--- src/rtl/discus_io_pkg.sv ---
// Shared constants for the discus IO bridge: register indices, STATUS/CTRL
// bit positions and the UART state encodings.
package discus_io_pkg;

    // io_address register select
    localparam logic [2:0] REG_PADDR  = 3'd0;
    localparam logic [2:0] REG_PDATA  = 3'd1;
    localparam logic [2:0] REG_DADDR  = 3'd2;
    localparam logic [2:0] REG_DDATA  = 3'd3;
    localparam logic [2:0] REG_UART   = 3'd4;
    localparam logic [2:0] REG_STATUS = 3'd5;
    localparam logic [2:0] REG_LED    = 3'd6;
    localparam logic [2:0] REG_CTRL   = 3'd7;

    // STATUS bit positions
    localparam int ST_TX_BUSY   = 0;
    localparam int ST_RX_VALID  = 1;
    localparam int ST_OVERRUN   = 2;
    localparam int ST_FRAME_ERR = 3;

    // CTRL bit positions
    localparam int CTRL_CPU_RESET = 0;
    localparam int CTRL_AUTOINC   = 1;

    // UART transmitter states
    localparam logic TX_IDLE = 1'b0;
    localparam logic TX_RUN  = 1'b1;

    // UART receiver states
    localparam logic [1:0] RX_IDLE  = 2'd0;
    localparam logic [1:0] RX_START = 2'd1;
    localparam logic [1:0] RX_DATA  = 2'd2;
    localparam logic [1:0] RX_STOP  = 2'd3;

endpackage

--- src/rtl/discus_uart.sv ---
// Byte-level 8N1 UART, LSB first. The transmitter accepts a byte on tx_start
// when idle; the receiver synchronises rxd, validates the start bit at half a
// bit, samples data mid-bit and reports a good byte or a framing error.
module discus_uart
    import discus_io_pkg::*;
#(
    parameter int CLKS_PER_BIT = 87
)(
    input  logic       clk,
    input  logic       reset_n,
    input  logic       tx_start,
    input  logic [7:0] tx_byte,
    output logic       tx_busy,
    output logic       txd,
    input  logic       rxd,
    output logic [7:0] rx_byte,
    output logic       rx_strobe,
    output logic       rx_frame_err
);

    localparam int CNT_W = $clog2(CLKS_PER_BIT);
    localparam logic [CNT_W-1:0] CNT_LAST = CNT_W'(CLKS_PER_BIT - 1);
    localparam logic [CNT_W-1:0] CNT_HALF = CNT_W'(CLKS_PER_BIT / 2 - 1);

    logic             r_tx_state;
    logic [CNT_W-1:0] r_tx_cnt;
    logic [3:0]       r_tx_bit;
    logic [8:0]       r_tx_shift;
    logic             r_txd;

    logic [2:0]       r_rx_sync;
    logic [1:0]       r_rx_state;
    logic [CNT_W-1:0] r_rx_cnt;
    logic [2:0]       r_rx_bit;
    logic [7:0]       r_rx_shift;
    logic [7:0]       r_rx_byte;
    logic             r_rx_strobe;
    logic             r_rx_ferr;

    logic             w_rx_bit;
    logic             w_rx_fall;

    // bit 1 is the synchronised line, bit 2 its previous value
    assign w_rx_bit  = r_rx_sync[1];
    assign w_rx_fall = r_rx_sync[2] & ~r_rx_sync[1];

    assign tx_busy      = (r_tx_state == TX_RUN);
    assign txd          = r_txd;
    assign rx_byte      = r_rx_byte;
    assign rx_strobe    = r_rx_strobe;
    assign rx_frame_err = r_rx_ferr;

    // Transmitter: start bit is driven on the accepting edge, then each bit
    // (data, then stop) holds for CLKS_PER_BIT cycles; busy drops after stop.
    always_ff @(posedge clk or negedge reset_n) begin
        if (!reset_n) begin
            r_tx_state <= TX_IDLE;
            r_tx_cnt   <= '0;
            r_tx_bit   <= '0;
            r_tx_shift <= '1;
            r_txd      <= 1'b1;
        end else if (r_tx_state == TX_IDLE) begin
            if (tx_start) begin
                r_tx_state <= TX_RUN;
                r_tx_shift <= {1'b1, tx_byte};
                r_txd      <= 1'b0;
                r_tx_cnt   <= '0;
                r_tx_bit   <= '0;
            end
        end else begin
            if (r_tx_cnt == CNT_LAST) begin
                r_tx_cnt <= '0;
                if (r_tx_bit == 4'd9) begin
                    r_tx_state <= TX_IDLE;
                end else begin
                    r_txd      <= r_tx_shift[0];
                    r_tx_shift <= {1'b1, r_tx_shift[8:1]};
                    r_tx_bit   <= r_tx_bit + 4'd1;
                end
            end else begin
                r_tx_cnt <= r_tx_cnt + CNT_W'(1);
            end
        end
    end

    // Two-stage synchroniser plus one history stage for edge detection
    always_ff @(posedge clk or negedge reset_n) begin
        if (!reset_n) r_rx_sync <= 3'b111;
        else          r_rx_sync <= {r_rx_sync[1:0], rxd};
    end

    // Receiver: falling edge -> half-bit start check -> 8 mid-bit samples -> stop check
    always_ff @(posedge clk or negedge reset_n) begin
        if (!reset_n) begin
            r_rx_state  <= RX_IDLE;
            r_rx_cnt    <= '0;
            r_rx_bit    <= '0;
            r_rx_shift  <= '0;
            r_rx_byte   <= '0;
            r_rx_strobe <= 1'b0;
            r_rx_ferr   <= 1'b0;
        end else begin
            r_rx_strobe <= 1'b0;
            r_rx_ferr   <= 1'b0;
            case (r_rx_state)
                RX_IDLE: begin
                    if (w_rx_fall) begin
                        r_rx_state <= RX_START;
                        r_rx_cnt   <= '0;
                    end
                end
                RX_START: begin
                    if (r_rx_cnt == CNT_HALF) begin
                        r_rx_cnt <= '0;
                        r_rx_bit <= '0;
                        r_rx_state <= w_rx_bit ? RX_IDLE : RX_DATA;
                    end else begin
                        r_rx_cnt <= r_rx_cnt + CNT_W'(1);
                    end
                end
                RX_DATA: begin
                    if (r_rx_cnt == CNT_LAST) begin
                        r_rx_cnt   <= '0;
                        r_rx_shift <= {w_rx_bit, r_rx_shift[7:1]};
                        if (r_rx_bit == 3'd7) r_rx_state <= RX_STOP;
                        else                  r_rx_bit   <= r_rx_bit + 3'd1;
                    end else begin
                        r_rx_cnt <= r_rx_cnt + CNT_W'(1);
                    end
                end
                RX_STOP: begin
                    if (r_rx_cnt == CNT_LAST) begin
                        r_rx_cnt   <= '0;
                        r_rx_state <= RX_IDLE;
                        if (w_rx_bit) begin
                            r_rx_byte   <= r_rx_shift;
                            r_rx_strobe <= 1'b1;
                        end else begin
                            r_rx_ferr <= 1'b1;
                        end
                    end else begin
                        r_rx_cnt <= r_rx_cnt + CNT_W'(1);
                    end
                end
                default: r_rx_state <= RX_IDLE;
            endcase
        end
    end

endmodule

--- src/rtl/discus_io_bridge.sv ---
// Register-mapped bridge from the IO discus core to the target CPU's program
// and data RAMs, a byte UART, LEDs and the target CPU reset.
// Address registers are assumed no wider than the IO data bus.
module discus_io_bridge
    import discus_io_pkg::*;
#(
    parameter int ADDR_W       = 8,
    parameter int DATA_W       = 8,
    parameter int NUM_LEDS     = 4,
    parameter int CLKS_PER_BIT = 87
)(
    input  logic                clk,
    input  logic                reset_n,
    input  logic                io_read,
    input  logic                io_write,
    input  logic [2:0]          io_address,
    input  logic [DATA_W-1:0]   io_D,
    output logic [DATA_W-1:0]   io_Q,
    output logic                prog_we,
    output logic [ADDR_W-1:0]   prog_addr,
    output logic [DATA_W-1:0]   prog_wdata,
    input  logic [DATA_W-1:0]   prog_rdata,
    output logic                data_we,
    output logic [ADDR_W-1:0]   data_addr,
    output logic [DATA_W-1:0]   data_wdata,
    input  logic [DATA_W-1:0]   data_rdata,
    input  logic                uart_rxd,
    output logic                uart_txd,
    output logic [NUM_LEDS-1:0] leds,
    output logic                cpu_reset
);

    logic [DATA_W-1:0]   r_q;
    logic [ADDR_W-1:0]   r_paddr, r_daddr;
    logic                r_prog_we, r_data_we;
    logic                r_prog_inc, r_data_inc;
    logic [DATA_W-1:0]   r_prog_wdata, r_data_wdata;
    logic [NUM_LEDS-1:0] r_leds;
    logic                r_cpu_reset, r_autoinc;
    logic                r_rx_valid, r_overrun, r_frame_err;
    logic [7:0]          r_rx_hold;

    logic                w_rd, w_rd_uart;
    logic                w_wr_pdata, w_wr_ddata, w_wr_uart, w_wr_status;
    logic                w_tx_start, w_tx_busy;
    logic [7:0]          w_rx_byte;
    logic                w_rx_strobe, w_rx_frame_err;
    logic [DATA_W-1:0]   w_rd_data;

    // a read coinciding with a write is ignored
    assign w_rd        = io_read & ~io_write;
    assign w_rd_uart   = w_rd && (io_address == REG_UART);
    assign w_wr_pdata  = io_write && (io_address == REG_PDATA);
    assign w_wr_ddata  = io_write && (io_address == REG_DDATA);
    assign w_wr_uart   = io_write && (io_address == REG_UART);
    assign w_wr_status = io_write && (io_address == REG_STATUS);
    assign w_tx_start  = w_wr_uart & ~w_tx_busy;

    assign io_Q       = r_q;
    assign prog_we    = r_prog_we;
    assign prog_addr  = r_paddr;
    assign prog_wdata = r_prog_wdata;
    assign data_we    = r_data_we;
    assign data_addr  = r_daddr;
    assign data_wdata = r_data_wdata;
    assign leds       = r_leds;
    assign cpu_reset  = r_cpu_reset;

    discus_uart #(.CLKS_PER_BIT(CLKS_PER_BIT)) u_uart (
        .clk          (clk),
        .reset_n      (reset_n),
        .tx_start     (w_tx_start),
        .tx_byte      (io_D[7:0]),
        .tx_busy      (w_tx_busy),
        .txd          (uart_txd),
        .rxd          (uart_rxd),
        .rx_byte      (w_rx_byte),
        .rx_strobe    (w_rx_strobe),
        .rx_frame_err (w_rx_frame_err)
    );

    // Read mux; unmapped bits stay 0
    always_comb begin
        w_rd_data = '0;
        case (io_address)
            REG_PADDR:  w_rd_data[ADDR_W-1:0] = r_paddr;
            REG_PDATA:  w_rd_data = prog_rdata;
            REG_DADDR:  w_rd_data[ADDR_W-1:0] = r_daddr;
            REG_DDATA:  w_rd_data = data_rdata;
            REG_UART:   w_rd_data[7:0] = r_rx_hold;
            REG_STATUS: begin
                w_rd_data[ST_TX_BUSY]   = w_tx_busy;
                w_rd_data[ST_RX_VALID]  = r_rx_valid;
                w_rd_data[ST_OVERRUN]   = r_overrun;
                w_rd_data[ST_FRAME_ERR] = r_frame_err;
            end
            REG_LED:    w_rd_data[NUM_LEDS-1:0] = r_leds;
            default: begin
                w_rd_data[CTRL_CPU_RESET] = r_cpu_reset;
                w_rd_data[CTRL_AUTOINC]   = r_autoinc;
            end
        endcase
    end

    // Registered read data, zero whenever no read is being served
    always_ff @(posedge clk or negedge reset_n) begin
        if (!reset_n) r_q <= '0;
        else          r_q <= w_rd ? w_rd_data : '0;
    end

    // RAM write pipeline: we pulses one cycle after the strobe at the current
    // address; any auto-increment lands at the end of that we cycle, so the
    // write always targets the pre-increment address.
    always_ff @(posedge clk or negedge reset_n) begin
        if (!reset_n) begin
            r_prog_we    <= 1'b0;
            r_data_we    <= 1'b0;
            r_prog_inc   <= 1'b0;
            r_data_inc   <= 1'b0;
            r_prog_wdata <= '0;
            r_data_wdata <= '0;
        end else begin
            r_prog_we  <= w_wr_pdata;
            r_data_we  <= w_wr_ddata;
            r_prog_inc <= w_wr_pdata & r_autoinc;
            r_data_inc <= w_wr_ddata & r_autoinc;
            if (w_wr_pdata) r_prog_wdata <= io_D;
            if (w_wr_ddata) r_data_wdata <= io_D;
        end
    end

    // Address, LED and control registers; an explicit address write beats a pending increment
    always_ff @(posedge clk or negedge reset_n) begin
        if (!reset_n) begin
            r_paddr     <= '0;
            r_daddr     <= '0;
            r_leds      <= '0;
            r_cpu_reset <= 1'b1;
            r_autoinc   <= 1'b1;
        end else begin
            if (io_write && io_address == REG_PADDR) r_paddr <= io_D[ADDR_W-1:0];
            else if (r_prog_inc)                     r_paddr <= r_paddr + ADDR_W'(1);
            if (io_write && io_address == REG_DADDR) r_daddr <= io_D[ADDR_W-1:0];
            else if (r_data_inc)                     r_daddr <= r_daddr + ADDR_W'(1);
            if (io_write && io_address == REG_LED)   r_leds  <= io_D[NUM_LEDS-1:0];
            if (io_write && io_address == REG_CTRL) begin
                r_cpu_reset <= io_D[CTRL_CPU_RESET];
                r_autoinc   <= io_D[CTRL_AUTOINC];
            end
        end
    end

    // RX holding register and sticky flags; a set in the same cycle as a clear wins
    always_ff @(posedge clk or negedge reset_n) begin
        if (!reset_n) begin
            r_rx_hold   <= '0;
            r_rx_valid  <= 1'b0;
            r_overrun   <= 1'b0;
            r_frame_err <= 1'b0;
        end else begin
            if (w_rx_strobe) begin
                r_rx_hold  <= w_rx_byte;
                r_rx_valid <= 1'b1;
            end else if (w_rd_uart) begin
                r_rx_valid <= 1'b0;
            end
            if (w_rx_strobe && r_rx_valid && !w_rd_uart)   r_overrun <= 1'b1;
            else if (w_wr_status && io_D[ST_OVERRUN])      r_overrun <= 1'b0;
            if (w_rx_frame_err)                            r_frame_err <= 1'b1;
            else if (w_wr_status && io_D[ST_FRAME_ERR])    r_frame_err <= 1'b0;
        end
    end

endmodule

--- config.mk ---
export PLATFORM = sky130hd
export DESIGN_NAME = discus_io_bridge
export DESIGN_NICKNAME = d
export VERILOG_FILES = /design/src/rtl/discus_io_pkg.sv /design/src/rtl/discus_uart.sv /design/src/rtl/discus_io_bridge.sv
export SDC_FILE = /design/constraint.sdc
export NUM_CORES = 1
export LEC_CHECK = 0
export ABC_AREA = 0
export CORE_MARGIN = 2
export CORE_UTILIZATION = 33
export CTS_CLUSTER_DIAMETER = 50
export DETAILED_ROUTE_END_ITERATION = 10
export SKIP_CTS_REPAIR_TIMING = 1
export SLEW_MARGIN = 20
export SYNTH_ARGS = -nofsm -noshare
export SYNTH_HDL_FRONTEND = slang
export SYNTH_SLANG_ARGS = --single-unit
export TNS_END_PERCENT = 50
--- constraint.sdc ---
create_clock -name clk -period 1.9 [get_ports clk]
set_input_delay 0.19 -clock clk [delete_from_list [all_inputs] [get_ports clk]]
set_output_delay 0.19 -clock clk [all_outputs]
set_load 0.005 [all_outputs]
# --- After elaboration in Yosys (flattened, before gate mapping) ---
# Index checks and enable logic that the tools add are counted.
classes:
  addsub: 6
  eq_ne: 23
  muxes: 54
  n_bitwise: 8
  reduce_logical: 29
ops:
  columns: ["op", "count"]
  rows:
  - ["7-bit 2-to-1 mux", 6]
  - ["8-bit 2-to-1 mux", 5]
  - ["9-bit 2-to-1 mux", 4]
  - ["2-bit one-hot mux with 7 select lines", 2]
  - ["7-bit one-hot mux with 3 select lines", 1]
  - ["1-bit 2-to-1 mux", 20]
  - ["4-bit one-hot mux with 5 select lines", 1]
  - ["8-bit by 1-bit adder with 8-bit output (second input constant)", 2]
  - ["4-bit 2-to-1 mux", 4]
  - ["3-bit == test (second input constant)", 5]
  - ["7-bit by 1-bit adder with 7-bit output (second input constant)", 2]
  - ["7-bit == test (second input constant)", 2]
  - ["2-bit nonzero test", 7]
  - ["1-bit logical AND", 13]
  - ["2-bit 2-to-1 mux", 6]
  - ["2-bit by 1-bit != test with 1-bit output (second input constant)", 5]
  - ["3-bit 2-to-1 mux", 3]
  - ["2-bit one-hot mux with 4 select lines", 1]
  - ["7-bit by 6-bit == test with 1-bit output (second input constant)", 1]
  - ["3-bit by 2-bit == test with 1-bit output (second input constant)", 2]
  - ["2-bit != test (second input constant)", 3]
  - ["3-bit one-hot mux with 2 select lines", 1]
  - ["3-bit AND reduction", 2]
  - ["1-bit AND", 5]
  - ["other kinds (14)", 17]
word_totals:
  regBits: 116
  in_bits: 32
  output_inout_bits: 48
  word_cells: 149

# --- Longest topological paths before layout ---
depth:
  ltp_word: 6
  depth_mapped: 9
  ltp_nobuf: 7

# --- Modules after synthesis ---
# Synthesis repeated with hierarchy kept, for this count alone.
unflattened:
  cells_unflattened: 508
  hier_area_um2: 5562.8
modules_own_cells:
  columns: ["mod", "instances", "cells_each", "area_per_inst_um2", "seq_area_each_um2"]
  rows:
  - ["discus_io_bridge", 1, 274, 2972.9, 1529.0]
  - ["discus_uart", 1, 234, 2590.0, 1366.3]

# --- Worst setup path before layout ---
# No wires, ideal clock.
synth_timing:
  kind: "reg-to-reg"
  startpoint: "register u_uart.r_rx_cnt[0]"
  endpoint: "register u_uart.r_rx_cnt[4]"
  setup_ns: 0.118
  arrival_time_ns: 1.789
  required_ns: 1.782
  path_slack_ns: -0.007
  stages_incl_launch_ff: 10
  n_path_buf: 2
  synth_period_minus_slack_ns: 1.907
  path_cell_list: "dfrtp_1 > inv_1 > ha_1 > nand2_1 > or4_1 > buf_6 > a22oi_4 > buf_6 > o21ai_1 > a21o_1"
synth_via:
  elab_chain_cells: 3
  elab_cells_between_ends: 6
  classes_between: "1 x add/sub; 2 x eq/ne; 3 x mux"
synth_rtl:
  columns: ["item", "line", "text"]
  rows:
  - ["start, declared", "discus_uart.sv:33", "logic [CNT_W-1:0] r_rx_cnt;"]
  - ["start signal, assigned", "discus_uart.sv:118", "r_rx_cnt <= r_rx_cnt + CNT_W'(1);"]
  - ["start signal, assigned", "discus_uart.sv:128", "r_rx_cnt <= r_rx_cnt + CNT_W'(1);"]
  - ["start signal, assigned", "discus_uart.sv:142", "r_rx_cnt <= r_rx_cnt + CNT_W'(1);"]
  - ["7-bit by 1-bit adder with 7-bit output, or another cell as far along", "discus_uart.sv:118, discus_uart.sv:128, discus_uart.sv:142", null]
  - ["7-bit 2-to-1 mux, on equally long branches", "discus_uart.sv:122, discus_uart.sv:132, discus_uart.sv:113", null]
  - ["7-bit one-hot mux with 3 select lines *", "discus_uart.sv:105", "case (r_rx_state)"]
# Every way passes the cells marked *; elsewhere a longest branch is shown, timed or not.
# A chain may end at the register's enable or synchronous reset.

# --- Worst setup path in the final report ---
layout_timing:
  startpoint: "register u_uart.r_rx_cnt[0]"
  endpoint: "register u_uart.r_rx_shift[4]"
layout_via:
  elab_chain_cells: 2
layout_rtl:
  columns: ["item", "line", "text"]
  rows:
  - ["7-bit == test", "discus_uart.sv:122", "if (r_rx_cnt == CNT_LAST) begin"]
  - ["2-bit AND reduction (no line)", null, null]
  - ["end signal, assigned", "discus_uart.sv:124", "r_rx_shift <= {w_rx_bit, r_rx_shift[7:1]};"]
  - ["end, declared", "discus_uart.sv:35", "logic [7:0] r_rx_shift;"]
# No other way between the ends.

==> results.txt <==
----------------------------------------------------
[GRT]
  Antenna violations before repair ... 0
  Global-route wire length before repair ... 22200 um
  Vias in the first global route ... 4163
  Pin count of the biggest net entering global routing ... 67
  Total grt overflow ... 0
  Gr usage total ... 0.165

[Placement]
  Detailed-placement wirelength estimate ... 9770 um
  Setup Slack @ Placement ... -0.117 ns
  IO buf count ... 79
  Final RePlAce weighted congestion ... 0.766

[Synth]
  Share of synthesized area occupied by flip-flops and latches ... 0.540
  Share of Yosys cell area claimed by the top area cell type ... 0.472
  Number of cells produced by synthesis ... 485
  Area of the mapped netlist ... 5360 um2
  Synth top area cells ... sky130_fd_sc_hd__dfrtp_1 (47%), sky130_fd_sc_hd__mux2_2 (10%), sky130_fd_sc_hd__dfstp_2 (6.9%)
  Most frequent cell after synthesis ... sky130_fd_sc_hd__dfrtp_1
  Synthesis-stage register bit count ... 115
  Fraction of registers with async set/reset ... 1.00
  Post-synth cell types ... 50
  Synthesized netlist net count ... 527
  Top post-synthesis cells by count ... sky130_fd_sc_hd__dfrtp_1 (101), sky130_fd_sc_hd__nand2_1 (64), sky130_fd_sc_hd__mux2_2 (48), sky130_fd_sc_hd__o21ai_0 (36), sky130_fd_sc_hd__nor2_1 (20)
  Total of warnings raised by yosys ... 0
  Number of flops mapped to enable cells by yosys ... 0
  Synthesized area divided by synthesized cell count ... 11.0 um2
  Most frequently used flop master after synthesis ... sky130_fd_sc_hd__dfrtp_1
  Synth area leader ... sky130_fd_sc_hd__dfrtp_1

[Floorplan]
  Floorplan core area ... 15900 um2
  Width of the die ... 131 um
  Die outline area ... 17300 um2
  I/O pin total ... 80
  Starting density of the core ... 0.337
  Count of standard-cell rows ... 46
  Die Y-Extent ... 131 um

[Final layout]
  Multi-input combinational cell area ... 2340 um2
  Share of cells above drive strength 1 ... 0.229
  Sequential Area ... 2900 um2
  Fillers ... 1490
  Growth of design area from synthesis to finish ... 35.7%
  Number of antenna cells inserted ... 0
  Nets ... 645

[Detailed routing]
  Avg Vias per Cell ... 4.97
  Pre-Repair DR Iteration Count ... 4
  Number of violations reported at the end of detailed-routing iteration 0 ... 325
  Remaining antenna violation count ... 0
  Total length of routed wires ... 13800 um
  Via count ... 4134
  DRC violations left ... 0
  Drt wl/cell ... 16.6 um

[Run status]
  Status ... finished with violations
  Violations in the final reports ... setup timing

[Critical path]
  Highest fanout seen on the critical path ... 6
  R2r endpoint ... u_uart.r_rx_shift[4]
  Worst reg-to-reg path cell count ... 8
  Worst reg2reg startpoint ... u_uart.r_rx_cnt[0]
  Worst endpoint data arrival time ... 2.24 ns
  Worst Setup End Kind ... flip-flop
  Critical path startpoint category ... flip-flop
  Required time at the worst-slack endpoint ... 2.19 ns
  Setup CP Type ... reg -> reg
  R2r setup slk ... -0.04 ns

[Flow run]
  Count of maximum capacitance violations ... 0

[Timing]
  Clock Skews ... 0.00571 ns
  RSZ-0062 raised after global routing ... yes
  Max-slew headroom at the worst pin ... 0.588
  Actual transition at the worst max-transition pin ... 0.614 ns
  Final Hold Fails ... 0
  Final count of pins violating max slew ... 0
  Period utilization ... 1.02
  Final-layout worst hold slack ... 0.151 ns
  Fin worst setup slack ... -0.0416 ns
  Setup violations, final ... 6
  Tmin final ... 1.94 ns
  Fmax ... 515 MHz

[Clock tree]
  Number of buffers between clock root and the deepest sink ... 2
  Post-CTS clock slew at the launch and capture registers of the worst setup and hold paths ... 0.05 ns
  Cell chosen for the clock root ... sky130_fd_sc_hd__clkbuf_16
  CTS tree ... done
  Number of levels the H-tree was split into ... 4
  Cts bufs inserted ... 17
  Insertion delay of the later-clocked pin in the worst-skew pair ... 0.41 ns
  Number of sinks on the clock net ... 115

[Min path]
  Class of the worst hold path ... in -> async

[Power and ir drop]
  Worst IR Drop VDD ... 0.677 mV
  P per Cell Area ... 1050 nW/um2
  Leak pwr ... 0.00321 uW

----------------------------------------------------
## how the worst max path moves through the flow
stage                       startpoint              endpoint  cells past startpoint
floorplan           u_uart.r_rx_cnt[0]    u_uart.r_rx_cnt[4]                      9
global placement    u_uart.r_rx_cnt[0]  u_uart.r_rx_shift[2]                      7
detailed placement  u_uart.r_rx_cnt[0]  u_uart.r_rx_shift[5]                      7
CTS                 u_uart.r_rx_cnt[0]  u_uart.r_rx_shift[5]                      7
global route        u_uart.r_rx_cnt[0]  u_uart.r_rx_shift[2]                      8
finish              u_uart.r_rx_cnt[0]  u_uart.r_rx_shift[4]                      8
## sequential cells by signal, indices dropped and copies added (netlist names), 8 cells and up, named ones only
register and cells:
data_addr 8, u_uart.rx_byte 8, r_rx_hold 8, prog_wdata 8
prog_addr 8, io_Q 8, u_uart.r_tx_shift 8, u_uart.r_rx_shift 8
data_wdata 8
## kinds of logic (layout without fill, tap and decap cells)
| group | after synthesis | after routing | synth area share |
|---|---|---|---|
| compound gates | 103 | 103 | 0.122 |
| xor+xnor | 15 | 15 | 0.0245 |
| buf+inv | 38 | 168 | 0.0301 |
| mux | 57 | 57 | 0.122 |
| fa+ha+maj | 10 | 10 | 0.0234 |
| simple gates | 147 | 147 | 0.137 |
| flops | 115 | 115 | 0.540 |
## per-stage QoR
| stage | util | power [uW] | instance area [um2] | TNS (ns) | std cells |
|---|---|---|---|---|---|
| final | 0.458 | 7620 | 7270 | -0.216 | 831 |
| after detailed placement | 0.419 | 4760 | 6650 | -1.56 | 797 |
| after global routing | 0.458 | 8020 | 7270 | -0.985 | 831 |
| after CTS | 0.452 | 7660 | 7180 | -1.08 | 828 |
| after floorplan | - | 3790 | 5360 | -0.0136 | 485 |
| after global placement | 0.419 | 4700 | 6650 | -1.21 | 797 |
## placed cells by master, fill, tap and decap left out, types with 6 or more instances in the layout
master                            instances
sky130_fd_sc_hd__dfrtp_1                101
sky130_fd_sc_hd__clkdlybuf4s50_1         78
sky130_fd_sc_hd__nand2_1                 63
sky130_fd_sc_hd__mux2_2                  41
sky130_fd_sc_hd__o21ai_0                 36
sky130_fd_sc_hd__buf_4                   34
sky130_fd_sc_hd__nor2_1                  19
sky130_fd_sc_hd__inv_1                   17
sky130_fd_sc_hd__clkbuf_16               17
sky130_fd_sc_hd__dfstp_2                 14
sky130_fd_sc_hd__o22ai_1                 13
sky130_fd_sc_hd__a21oi_1                 11
sky130_fd_sc_hd__nand4_1                 10
sky130_fd_sc_hd__xor2_1                  10
sky130_fd_sc_hd__a22oi_1                  9
sky130_fd_sc_hd__ha_1                     9
sky130_fd_sc_hd__nand3_1                  8
sky130_fd_sc_hd__mux2i_1                  7
sky130_fd_sc_hd__a31oi_1                  7
sky130_fd_sc_hd__nor3b_1                  7
sky130_fd_sc_hd__a21o_1                   7
sky130_fd_sc_hd__and3_1                   7
sky130_fd_sc_hd__mux2_4                   7
sky130_fd_sc_hd__nor2b_1                  6
sky130_fd_sc_hd__and2_1                   6
sky130_fd_sc_hd__a22o_1                   6
## final cells by class
class / instances / area share
multi-input combinational: 332 / 0.323
tap: 216 / 0.0372
sequential: 115 / 0.398
timing repair buffer: 119 / 0.159
inverter: 18 / 0.00929
clock inverter: 5 / 0.00344
clock buffer: 26 / 0.0701
## where the power goes
part / total, uW / internal [uW] / switching (uW)
Sequential: 3180 / 2780 / 398
Clock: 2860 / 1820 / 1040
Combinational: 1570 / 933 / 642
## per-layer routing
layer,GRT usage,up-vias,share of wire
met2,0.255,113,0.46
li1,-,1967,-
met4,0.0574,0,0.015
met5,0,-,0
met1,0.217,2036,0.47
met3,0.0552,18,0.059
## critical path, stage by stage, from the launching register on
cell and delay (ns):
sky130_fd_sc_hd__dfrtp_1 0.37, sky130_fd_sc_hd__inv_1 0.06, sky130_fd_sc_hd__ha_2 0.18, sky130_fd_sc_hd__nand2_2 0.06, sky130_fd_sc_hd__or4_4 0.44, sky130_fd_sc_hd__buf_6 0.16
sky130_fd_sc_hd__nor2_4 0.13, sky130_fd_sc_hd__buf_12 0.14, sky130_fd_sc_hd__mux2_4 0.30
Power figures use the tool's default switching activity.
